## src/rtl/return_addr_stack.sv

```systemverilog
// return_addr_stack
//   Return-address predictor stack. A circular buffer of DEPTH 64-bit entries
//   with a top pointer and an entry count. A push that finds the stack full
//   overwrites the oldest entry, because the pointer wraps onto it.
//
// Ports
//   clk        rising-edge clock
//   rst        asynchronous active-low reset; clears pointer, count, pulses, entries
//   push       BL executed: push_addr becomes the new top
//   push_addr  64-bit return address
//   pop        return consumed: remove the top entry
//   flush      pipeline flush: discard all entries (wins over push/pop)
//   top_addr   entry at the pointer, or 0 when the stack is empty
//   top_valid  stack non-empty
//   count      number of valid entries, 0..DEPTH
//   full       count == DEPTH
//   overflow   one-cycle pulse: a push discarded the oldest entry
//   underflow  one-cycle pulse: a pop found the stack empty
module return_addr_stack #(
    parameter int DEPTH = 8,
    parameter int PW    = $clog2(DEPTH)
) (
    input  logic          clk,
    input  logic          rst,
    input  logic          push,
    input  logic [63:0]   push_addr,
    input  logic          pop,
    input  logic          flush,
    output logic [63:0]   top_addr,
    output logic          top_valid,
    output logic [PW:0]   count,
    output logic          full,
    output logic          overflow,
    output logic          underflow
);

    localparam logic [PW:0] FULL_COUNT = (PW+1)'(DEPTH);

    logic [63:0]   entries [DEPTH];
    logic [PW-1:0] topPtr;
    logic [PW-1:0] ptrNext;
    logic [PW:0]   countNext;
    logic          overflowNext;
    logic          underflowNext;
    logic          wrEn;
    logic [PW-1:0] wrIdx;
    logic          isEmpty;

    assign isEmpty = (count == '0);

    always_comb begin
        ptrNext       = topPtr;
        countNext     = count;
        overflowNext  = 1'b0;
        underflowNext = 1'b0;
        wrEn          = 1'b0;
        wrIdx         = topPtr;
        if (flush) begin
            ptrNext   = '0;
            countNext = '0;
        end else if (push && pop && !isEmpty) begin
            // Return and call in one cycle: the top is swapped in place.
            wrEn = 1'b1;
        end else if (push) begin
            // Also covers push+pop on an empty stack, which acts as a plain push.
            // PW-bit arithmetic gives the modulo-DEPTH wrap for free.
            ptrNext = topPtr + PW'(1);
            wrIdx   = ptrNext;
            wrEn    = 1'b1;
            if (count == FULL_COUNT) begin
                overflowNext = 1'b1;
            end else begin
                countNext = count + (PW+1)'(1);
            end
        end else if (pop) begin
            if (isEmpty) begin
                underflowNext = 1'b1;
            end else begin
                ptrNext   = topPtr - PW'(1);
                countNext = count - (PW+1)'(1);
            end
        end
    end

    always_ff @(posedge clk or negedge rst) begin
        if (!rst) begin
            topPtr    <= '0;
            count     <= '0;
            overflow  <= 1'b0;
            underflow <= 1'b0;
            for (int i = 0; i < DEPTH; i++) begin
                entries[i] <= '0;
            end
        end else begin
            topPtr    <= ptrNext;
            count     <= countNext;
            overflow  <= overflowNext;
            underflow <= underflowNext;
            if (wrEn) begin
                entries[wrIdx] <= push_addr;
            end
        end
    end

    assign top_addr  = isEmpty ? 64'b0 : entries[topPtr];
    assign top_valid = !isEmpty;
    assign full      = (count == FULL_COUNT);

endmodule

```

## config.mk

```make
export PLATFORM = sky130hd
export DESIGN_NAME = return_addr_stack
export DESIGN_NICKNAME = d
export VERILOG_FILES = /design/src/rtl/return_addr_stack.sv
export SDC_FILE = /design/constraint.sdc
export NUM_CORES = 1
export LEC_CHECK = 0
export BUFFER_PORTS_ARGS = -buffer_cell sky130_fd_sc_hd__buf_4
export CELL_PAD_IN_SITES_DETAIL_PLACEMENT = 1
export CELL_PAD_IN_SITES_GLOBAL_PLACEMENT = 1
export CORE_MARGIN = 2
export CORE_UTILIZATION = 30
export DETAILED_ROUTE_END_ITERATION = 7
export PLACE_DENSITY_LB_ADDON = 0.08
export SYNTH_ARGS = -nofsm -noshare
export SYNTH_HDL_FRONTEND = slang
export SYNTH_SLANG_ARGS = --single-unit
```

## constraint.sdc

```tcl
create_clock -name clk -period 3 [get_ports clk]
set_input_delay 0.15 -clock clk [delete_from_list [all_inputs] [get_ports clk]]
set_output_delay 0.15 -clock clk [all_outputs]
set_load 0.02 [all_outputs]
```

== Word level (Yosys, flattened, before mapping) ==
Cells that the tools add are included.

* Add/sub/neg operators: 4
* $mul: 0
* Div/mod/pow operators: 0
* Magnitude comparators: 3
* Eq/ne operators: 4
* Shift operators: 0
* Muxes and demuxes: 33
* Bitwise logic cells: 2
* Reductions and logical operators: 8

{| class="wikitable"
|+ Operators with widths
! operator !! number
|-
| $bwmux W512 || 1
|-
| $mux W64 || 4
|-
| $bmux W64 S3 || 1
|-
| $demux W64 S3 || 1
|-
| $mux W3 || 8
|-
| $mux W4 || 6
|-
| $mux W1 || 12
|-
| $ge A4 B4 Y1 const B || 2
|-
| $not A3 Y4 || 2
|-
| $ne A3 B3 Y1 const B || 2
|-
| $add A4 B1 Y4 const B || 1
|-
| $eq A4 B4 Y1 const B || 1
|-
| $logic_not A4 Y1 || 1
|-
| $lt A4 B1 Y1 const B || 1
|-
| $reduce_and A4 Y1 || 1
|-
| $sub A4 B1 Y4 const B || 1
|-
| $add A3 B1 Y3 const B || 1
|-
| $logic_and A1 B1 Y1 || 3
|-
| $reduce_and A3 Y1 || 1
|-
| $reduce_bool A3 Y1 || 1
|-
| $sub A3 B1 Y3 const B || 1
|-
| $ne A2 B2 Y1 const B || 1
|-
| $logic_not A1 Y1 || 1
|}

* Register bits after elaboration: 521
* Bits in latches: 0
* RAM bits: 0
* Bits in read-only memories: 0
* Input bits: 69
* Output and inout port bits: 72
* Memories kept: 0

== Depth between registers and ports, before layout ==
Gate-level depths: netlist of run 1.

* Depth after elaboration: 11
* Mapped depth: 8

== Worst setup path before layout of run 1 ==
No wires, ideal clock.

* Kind: reg-to-reg
* Start: reg count[0]
* End: reg entries[299] (netlist bit)
* Setup time: 125 ps
* Arrival time: 2233 ps
* Data required time: 2875 ps
* Slack: 642 ps
* Stages on the path, launching flop included: 9
* Period minus slack after synthesis: 2358 ps
* Cells stage by stage: dfrtp_1 buf_6 o41a_1 buf_6 nor3_4 a22o_2 buf_12 buf_12 mux2_2

* Longest elaborated chain between the ends: 11

{| class="wikitable"
|+ RTL lines
! item !! line !! source
|-
| start: declaration || 31 || <nowiki>output logic [PW:0] count,</nowiki>
|-
| start signal: assignment || 96 || <nowiki>count <= countNext;</nowiki>
|-
| $logic_not A4 Y1 (*) || 49 || <nowiki>assign isEmpty = (count == '0);</nowiki>
|-
| $logic_not A1 Y1 (*) || 61 || <nowiki>end else if (push && pop && !isEmpty) begin</nowiki>
|-
| $logic_and A1 B1 Y1 (*) || 61 ||
|-
| $mux W3 || 61 ||
|-
| $mux W3 || 58 || <nowiki>if (flush) begin</nowiki>
|-
| $not A3 Y4 (implied by the code) || 100 || <nowiki>entries[wrIdx] <= push_addr;</nowiki>
|-
| $ge A4 B4 Y1 (implied by the code) / $lt A4 B1 Y1 (equally long branches) || 100 ||
|-
| $logic_and A1 B1 Y1 (implied by the code) || 100 ||
|-
| $mux W64 (implied by the code) || 100 ||
|-
| $demux W64 S3 || 100 ||
|-
| $bwmux W512 || 100 ||
|-
| end signal: indexed assignment || 100 ||
|-
| end: declaration || 39 || <nowiki>logic [63:0] entries [DEPTH];</nowiki>
|}

Every way passes the cells marked *; elsewhere a longest branch is shown, timed or not.
A chain may end at the register's enable or synchronous reset.

== Worst setup path in the final report of run 1 ==
* Start: reg topPtr[1]
* End: out top_addr[3]

* Longest elaborated chain between the ends: 5

{| class="wikitable"
|+ RTL lines
! item !! line !! source
|-
| start: declaration || 40 || <nowiki>logic [PW-1:0] topPtr;</nowiki>
|-
| start signal: assignment || 95 || <nowiki>topPtr <= ptrNext;</nowiki>
|-
| $not A3 Y4 (implied by the code) || 105 || <nowiki>assign top_addr = isEmpty ? 64'b0 : entries[topPtr];</nowiki>
|-
| $bmux W64 S3 || 105 ||
|-
| $mux W64 (implied by the code) (2 in series) || 105 ||
|-
| $mux W64 || 105 ||
|-
| end: declaration || 29 || <nowiki>output logic [63:0] top_addr,</nowiki>
|}

No other way between the ends. The select of a mux whose other input is x is not followed.

==> results of run 1 <==
-- flip-flops by register name (all words and copies together), names as in the netlist --
signal,count
underflow,1
count,4
overflow,1
topPtr,3
entries,512
-- kinds of logic (layout without fill, tap and decap cells) --
kind of cell	after synthesis	count (layout)	synth area share
buf+inv	109	383	0.03752
fa+ha+maj	5	5	0.002902
xor+xnor	5	5	0.001814
compound gates	24	24	0.009380
mux	707	707	0.3884
other cells	0	1	0
flops	521	521	0.5400
simple gates	104	104	0.02005
-- how the worst min path moves through the flow --
stage / startpoint / endpoint / slack (ns) / cells past startpoint
after detailed placement: rst / entries[429]$_DFFE_PN0P_ / 0.21 / 1
after floorplan: rst / count[0]$_DFFE_PN0P_ / -0.15 / 0
after global routing: rst / entries[301]$_DFFE_PN0P_ / 0.17 / 2
after global placement: rst / entries[429]$_DFFE_PN0P_ / 0.20 / 1
final: rst / entries[429]$_DFFE_PN0P_ / 0.14 / 2
after CTS: rst / entries[429]$_DFFE_PN0P_ / 0.16 / 2
-- report_power, final --
part / internal, W / switching (W)
Sequential: 0.0102 / 0.00159
Clock: 0.00441 / 0.00313
Combinational: 0.00643 / 0.00500
Total: 0.0211 / 0.00972
-- layout make-up --
cell class	instances	area share
inverters	6	0.0007689
multi-input cells	845	0.3503
diodes	1	0.00008543
well taps	1060	0.04528
flip-flops and latches	521	0.4455
repair buffers	259	0.08859
clock inverters	19	0.005767
clock buffers	99	0.06373
-- placed cells by master, fill, tap and decap left out, drive strengths merged, types with 2 or more instances in the layout --
cell type	instances
dfrtp	521
mux2	513
buf	187
mux4	128
clkbuf	99
nor2	73
dlygate4sd3	70
mux2i	66
inv	11
clkinv	10
nand2	9
nor3	9
a21oi	6
nand2b	4
xnor2	4
a22o	4
ha	4
a32oi	3
clkinvlp	3
nor2b	2
o211ai	2
o21a	2
bufbuf	2
-- synth_stat cells (all sizes together) --
cell,n
a21oi,6
a22o,4
a31oi,1
a32o,1
a32oi,3
and2,1
buf,77
clkbuf,26
dfrtp,521
fa,1
ha,4
inv,6
mux2,513
mux2i,66
mux4,128
nand2,9
nand2b,4
nand3,1
nor2,73
nor2b,2
nor3,9
nor4,1
nor4b,1
o211ai,2
o21a,2
o21ai,1
o311ai,1
o31ai,1
o41a,1
o41ai,1
or2,1
or3,1
or4,1
xnor2,4
xor2,1
-- through the flow --
step,setup slack [ns],hold WS [ns],instances
global placement,0.4839,0.2022,2618
floorplan,0.6418,-0.1456,1475
CTS,0.02217,0.1571,2808
global route,0.02023,0.1714,2809
finish,0.1292,0.1387,2810
detailed placement,0.4175,0.2060,2618
-- critical path: cells and delay by family (launching register included) --
family | cells | cell delay, ns
muxes | 2 | 0.82
buffers and inverters | 2 | 0.66
DFF | 1 | 0.45
and+or+nand+nor | 1 | 0.09
-- metal layers --
metal | track usage | part of all wire
met1 | 0.2282 | 0.47
met2 | 0.2655 | 0.48
met3 | 0.02480 | 0.030
met4 | 0.04028 | 0.016
met5 | 0 | 0.00011
-- what timing repair did --
action / CTS / global route
hold buffers: 70 / 0
hold endpoints to repair: 586 / 0
setup endpoints to repair: 13 / 4
cloned: 2 / 0
buffers inserted: 0 / 1
gates resized for setup: 5 / 1
==> metrics.log, run 1 <==
[metrics] total design power: a little over 0.03 W
[metrics] Row Count: 104
[metrics] I/O pin count: ~140
[metrics] slowest CP cell: sky130_fd_sc_hd__buf_12
[metrics] worst flop-to-flop path endpoint: entries[220]$_DFFE_PN0P_
[metrics] instance area at placement: 26430 sq um
[metrics] number of failing setup endpoints in the final timing report: 0
[metrics] max-slew violation count: 0
[metrics] Netlist cell types: 45
[metrics] Critical Path Start Type: flop
[metrics] area used by sequential logic in the layout: 13050 sq um
[metrics] largest cells by area after synthesis: sky130_fd_sc_hd__dfrtp_1 54%, sky130_fd_sc_hd__mux2_2 22%, sky130_fd_sc_hd__mux4_2 12%
[metrics] synthesized instance count: around 1500
[metrics] sequential share of the synthesized area: 0.5400
[metrics] biggest area consumer among synthesized cells: sky130_fd_sc_hd__dfrtp_1
[metrics] die area: slightly above 80000 sq um
[metrics] Routed WL per cell: 23.28 um
[metrics] post-layout net count: 1773
[metrics] CTS tree: built
[metrics] capturing element of the worst setup path: top_addr[3]
[metrics] first-pass GRT wire length: 102200 um
[metrics] Crit path arrival time: roughly 2.7 ns
[metrics] peak ir drop on the vdd network: 0.0004214 V
[metrics] warning count from the yosys run: 0
[metrics] cell area after layout: approximately 29000 sq um
[metrics] clock sink total: 521
[metrics] summed instance area of the synthesized netlist: roughly 24000 sq um
[metrics] pin slew with the least headroom to its limit: approximately 0.82 ns
[metrics] total routed wirelength: 65410 um
[metrics] count of antenna-violating nets left after detailed routing: 0
[metrics] number of remaining DRC errors: 0
[metrics] Via-to-Cell Ratio: slightly below 5
[metrics] Final TNS setup: 0 ns
[metrics] height of the chip: 287.7 um
[metrics] Detailed Place HPWL: ~37000 um
[metrics] clock buffer count from CTS: between 60 and 70
[metrics] utilization of the core after routing: 0.3654
[metrics] kind of path behind the tightest hold check: in2async
[metrics] pin count of the biggest net entering global routing: just over 90
[metrics] overall routing resource usage: 0.1631
[metrics] Critical Path Source: topPtr[1]$_DFFE_PN0P_
[metrics] post-synth net total: 1549
[metrics] leakage power: between 10 and 15 nW
[metrics] total power divided by cell area: 1051 nW/um^2
[metrics] RR Startpoint: count[1]$_DFFE_PN0P_
[metrics] fill cell count: 8134
[metrics] length of the first detailed-routing pass in iterations: 6
[metrics] htree depth: 3
[metrics] Period Utilization, post-route: 0.9569
[metrics] RSZ-0062 raised after global routing: no
[metrics] kind of critical path: reg2out
[metrics] via count of the first global-routing pass: 15760
[metrics] number of antenna violations at the first check in global routing: 1
[metrics] global-route congestion overflow total: 0
[metrics] required time reported for the critical path endpoint: ~2.9 ns
[metrics] 1st-iter DRT viols: 586
[metrics] chain of cells forming the critical path: buf_12 > mux4_2 > mux2i_1 > nor2_1 > buf_4
[metrics] Worst Setup End Kind: primary output
[metrics] area delta synth->final: 21.31%
[metrics] number of failing hold endpoints at the final stage: 0
[metrics] headroom to the max-slew limit: 0.4503
[metrics] Routability Congestion: approximately 0.70
[metrics] average instance area after synthesis: 16.37 sq um
[metrics] later-pin clock latency in the skew report: 0.59 ns
[metrics] flop and latch count out of synthesis: 521
[metrics] buffer type at the clock tree root: sky130_fd_sc_hd__clkbuf_16
[metrics] fraction of final layout cells with drive strength greater than 1: 0.5243
[metrics] max-capacitance violation count: 0
[metrics] clock-pin slew reported for the worst setup and hold paths after clock tree synthesis: 0.06 ns
[metrics] effective utilization at floorplan: 0.3012
[metrics] Die Span X: 287.7 um
[metrics] number of cells traversed by the worst register-to-register path: 5
[metrics] maximum number of buffers from clock root to sink: 3
[metrics] status: complete, no violations
[metrics] Core Box Area: 80160 sq um
[metrics] crit path time final: between 2 and 3 ns
[metrics] flop-to-flop setup slack: 0.45 ns
[metrics] worst-path maximum fanout: 90
[metrics] multi-input combinational cell area: 10260 sq um
[metrics] maximum operating frequency: 0.3483 GHz
[metrics] worst setup skew after layout: a little under 0.02 ns
[metrics] via count: 13760
[metrics] CP peak stage delay: approximately 0.48 ns
[metrics] count of port buffers added during placement: 140
[metrics] Synth top area share: 0.5400
Note: power is estimated with default switching activity, not from simulation.
==> inputs of run 2 (changes only) <==
Settings changed: CORE_UTILIZATION 30 to 52.
==> metrics.log, run 2 (synthesis gave the netlist of run 1 again) <==
[metrics] Clock Power Share: 0.240 (-0.005)
[metrics] RSZ-0062 raised after global routing: yes
[metrics] Crit path arrival time: 2.76 ns (+0.04 ns)
[metrics] leakage power: 12.67 nW (-0.67%)
[metrics] Worst Setup End Kind: primary output
[metrics] power dissipated by switching net loads: 0.009322 W (-4.1%)
[metrics] pin slew with the least headroom to its limit: 0.8726 ns (+0.04796 ns)
[metrics] CP peak stage delay: 0.54 ns (+0.06 ns)
[metrics] area delta synth->final: 17.90%
[metrics] number of cells traversed by the worst register-to-register path: 5 (unchanged)
[metrics] clock-pin slew reported for the worst setup and hold paths after clock tree synthesis: 0.06 ns (about the same)
[metrics] chain of cells forming the critical path: buf_16 > buf_4 > mux4_2 > mux2i_1 > nor2_1 > buf_4
[metrics] top flop regs: entries (512), count (4), topPtr (3)
[metrics] overall routing resource usage: 0.2443 (+0.08120)
[metrics] instance area at placement: 25770 sq um (-2.5%)
[metrics] count of port buffers added during placement: 140 (unchanged)
[metrics] total routed wirelength: 56310 um (-14%)
[metrics] Die Span X: 219.5 um (-24%)
[metrics] RR Startpoint: count[1]$_DFFE_PN0P_
[metrics] leading cell types in the layout, fill and taps excluded: 518 x sky130_fd_sc_hd__dfrtp_1, 474 x sky130_fd_sc_hd__mux2_2, 158 x sky130_fd_sc_hd__buf_4, 128 x sky130_fd_sc_hd__mux4_2, 73 x sky130_fd_sc_hd__nor2_1
[metrics] worst flop-to-flop path endpoint: entries[456]$_DFFE_PN0P_
[metrics] clock buffer count from CTS: 56 (-15%)
[metrics] max reg flops: 512 (unchanged)
[metrics] via count of the first global-routing pass: 15430 (-2.1%)
[metrics] CTS tree: built
[metrics] first-pass GRT wire length: 90160 um (-12%)
[metrics] pin count of the biggest net entering global routing: 81 (-11%)
[metrics] Critical Path Most Common Cell: sky130_fd_sc_hd__buf_4
[metrics] Routed WL per cell: 24.16 um (+3.8%)
[metrics] count of antenna-violating nets left after detailed routing: 0 (unchanged)
[metrics] slowest CP cell: sky130_fd_sc_hd__mux4_2
[metrics] crit-path leading delay family: multiplexers
[metrics] Core Box Area: 45580 sq um (-43%)
[metrics] status: complete, no violations
[metrics] Via-to-Cell Ratio: 5.872 (+20%)
[metrics] buffer type at the clock tree root: sky130_fd_sc_hd__clkbuf_16
[metrics] flop-to-flop setup slack: 0.34 ns (-0.11 ns)
[metrics] kind of critical path: reg2out
[metrics] met1 track utilization from global routing: 0.3439 (+0.1157)
[metrics] met2 routing resource usage after global routing: 0.4011 (+0.1355)
[metrics] fraction of final layout cells with drive strength greater than 1: 0.5295 (+0.005180)
[metrics] effective utilization at floorplan: 0.5298 (+0.2285)
[metrics] share of total power in sequential cells: 0.393 (+0.009)
[metrics] length of the first detailed-routing pass in iterations: 4 (-2)
[metrics] internal power consumption: 0.02087 W (-0.94%)
[metrics] headroom to the max-slew limit: 0.4183 (-0.03197)
[metrics] htree depth: 2 (-1)
[metrics] later-pin clock latency in the skew report: 0.60 ns (about the same)
[metrics] Reg with most FFs: entries
[metrics] number of failing hold endpoints at the final stage: 0 (unchanged)
[metrics] post-layout net count: 1758 (-0.85%)
[metrics] met3 global-route usage: 0.03616 (+0.01136)
[metrics] fill cell count: 4038 (-50%)
[metrics] Row Count: 78 (-25%)
[metrics] part of the power in combinational logic: 0.367 (-0.004)
[metrics] Routability Congestion: 0.7370 (+6.0%)
[metrics] global-route congestion overflow total: 0 (unchanged)
[metrics] worst setup skew after layout: 0.02573 ns (+0.006065 ns)
[metrics] Critical Path Start Type: flop
[metrics] max-capacitance violation count: 0 (unchanged)
[metrics] height of the chip: 219.5 um (-24%)
[metrics] total design power: 0.03019 W (-1.9%)
[metrics] maximum number of buffers from clock root to sink: 3 (unchanged)
[metrics] Detailed Place HPWL: 32170 um (-13%)
[metrics] number of antenna violations at the first check in global routing: 2 (+1)
[metrics] commonest non-fill, non-tap cell in the layout: sky130_fd_sc_hd__dfrtp_1
[metrics] crit path time final: 2.910 ns (+0.03925 ns)
[metrics] via count: 13690 (-0.53%)
[metrics] worst-path maximum fanout: 22 (-76%)
[metrics] kind of path behind the tightest hold check: in2async
[metrics] required time reported for the critical path endpoint: 2.85 ns (about the same)
[metrics] total power divided by cell area: 1060 nW/um^2 (+0.91%)
[metrics] Period Utilization, post-route: 0.9700 (+0.01308)
[metrics] 1st-iter DRT viols: 629 (+7.3%)
[metrics] I/O pin count: 141 (unchanged)
[metrics] maximum operating frequency: 0.3436 GHz (-1.3%)
[metrics] number of failing setup endpoints in the final timing report: 0 (unchanged)
[metrics] Switching Share: 0.3088 (-0.006891)
[metrics] die area: 48170 sq um (-42%)
[metrics] peak ir drop on the vdd network: 0.0005570 V (+32%)
[metrics] max-slew violation count: 0 (unchanged)
[metrics] total setup buffers inserted after CTS: 0 (unchanged)
[metrics] count of buffering cells on the critical path with inverters included: 3 (+1)
[metrics] busiest metal layer after global routing: met2
[metrics] number of remaining DRC errors: 0 (unchanged)
[metrics] clock sink total: 521 (unchanged)
[metrics] cell area after layout: 28470 sq um (-2.8%)
## run 2: cell count changes in the layout (fill, tap and decap cells not counted), moves of 3 or more
cell,change
sky130_fd_sc_hd__buf_12,-5
sky130_fd_sc_hd__clkbuf_16,-10
sky130_fd_sc_hd__buf_4,+5
sky130_fd_sc_hd__clkinv_2,+3
sky130_fd_sc_hd__clkbuf_1,-18
sky130_fd_sc_hd__inv_6,-3
sky130_fd_sc_hd__bufinv_16,+4
sky130_fd_sc_hd__clkbuf_8,+12
## run 2: layer usage
layer  routed length [um]  share of wire  vias to the layer above
met1                25640           0.46                     7495
met4                 1051          0.019                        2
met2                27830           0.49                      203
li1                     -              -                     5905
met5                   13        0.00023                        -
met3                 1770          0.031                       82
## run 2: power groups by stage
stage | logic [W] | registers [W] | clock network, W
after global routing | 0.0119 | 0.0123 | 0.00767
after detailed placement | 0.0111 | 0.0119 | 0
after floorplan | 0.00824 | 0.0113 | 0
after global placement | 0.0107 | 0.0117 | 0
after CTS | 0.0113 | 0.0119 | 0.00739
final | 0.0111 | 0.0119 | 0.00723
## run 2: worst max path at each step
stage / startpoint / endpoint / slack [ns] / depth (start not counted)
after detailed placement: count[1]$_DFFE_PN0P_ / entries[473]$_DFFE_PN0P_ / 0.37 / 5
after global placement: count[1]$_DFFE_PN0P_ / entries[458]$_DFFE_PN0P_ / 0.43 / 5
after CTS: topPtr[0]$_DFFE_PN0P_ / top_addr[28] / 0.009 / 6
final: topPtr[0]$_DFFE_PN0P_ / top_addr[28] / 0.09 / 6
after floorplan: count[0]$_DFFE_PN0P_ / entries[299]$_DFFE_PN0P_ / 0.64 / 8
after global routing: topPtr[0]$_DFFE_PN0P_ / top_addr[28] / -0.08 / 6
## run 2: worst reg2reg max path, cell delays in order (launching register included)
cell and delay [ns]:
sky130_fd_sc_hd__dfrtp_1 0.50, sky130_fd_sc_hd__o41a_1 0.64, sky130_fd_sc_hd__nor3_4 0.38, sky130_fd_sc_hd__a22o_4 0.35
sky130_fd_sc_hd__buf_12 0.26, sky130_fd_sc_hd__mux2_2 0.40
## run 2: final cells by class
type                            count  area, sq um  share of cell area
Timing Repair Buffer              254         2424             0.08514
Antenna cell                        1        2.502          0.00008791
Tap cell                          600        750.7             0.02637
Clock buffer                       83         1714             0.06022
Clock inverter                     21        247.7            0.008703
Multi-Input combinational cell    845        10260              0.3603
Sequential cell                   521        13050              0.4584
Inverter                            6        22.52           0.0007912
## run 2: repair_timing
action                                  CTS  global route
hold buffers                             69             0
resized for setup                         2             0
hold endpoints to repair                588             0
gates cloned                              1             0
pin swaps                                 0             0
endpoints found under the setup margin   34            13
## run 2: stage by stage
step                hold slack, ns  worst slack, ns    util  setup TNS (ns)  instances
floorplan                  -0.1456           0.6418       -               0       1475
global placement            0.1961           0.4277  0.5654               0       2156
detailed placement          0.1988           0.3729  0.5654               0       2156
CTS                         0.1554         0.008626  0.6245               0       2330
global route                0.1871         -0.07731  0.6246         -0.3217       2331
finish                      0.1521          0.08991  0.6246               0       2331
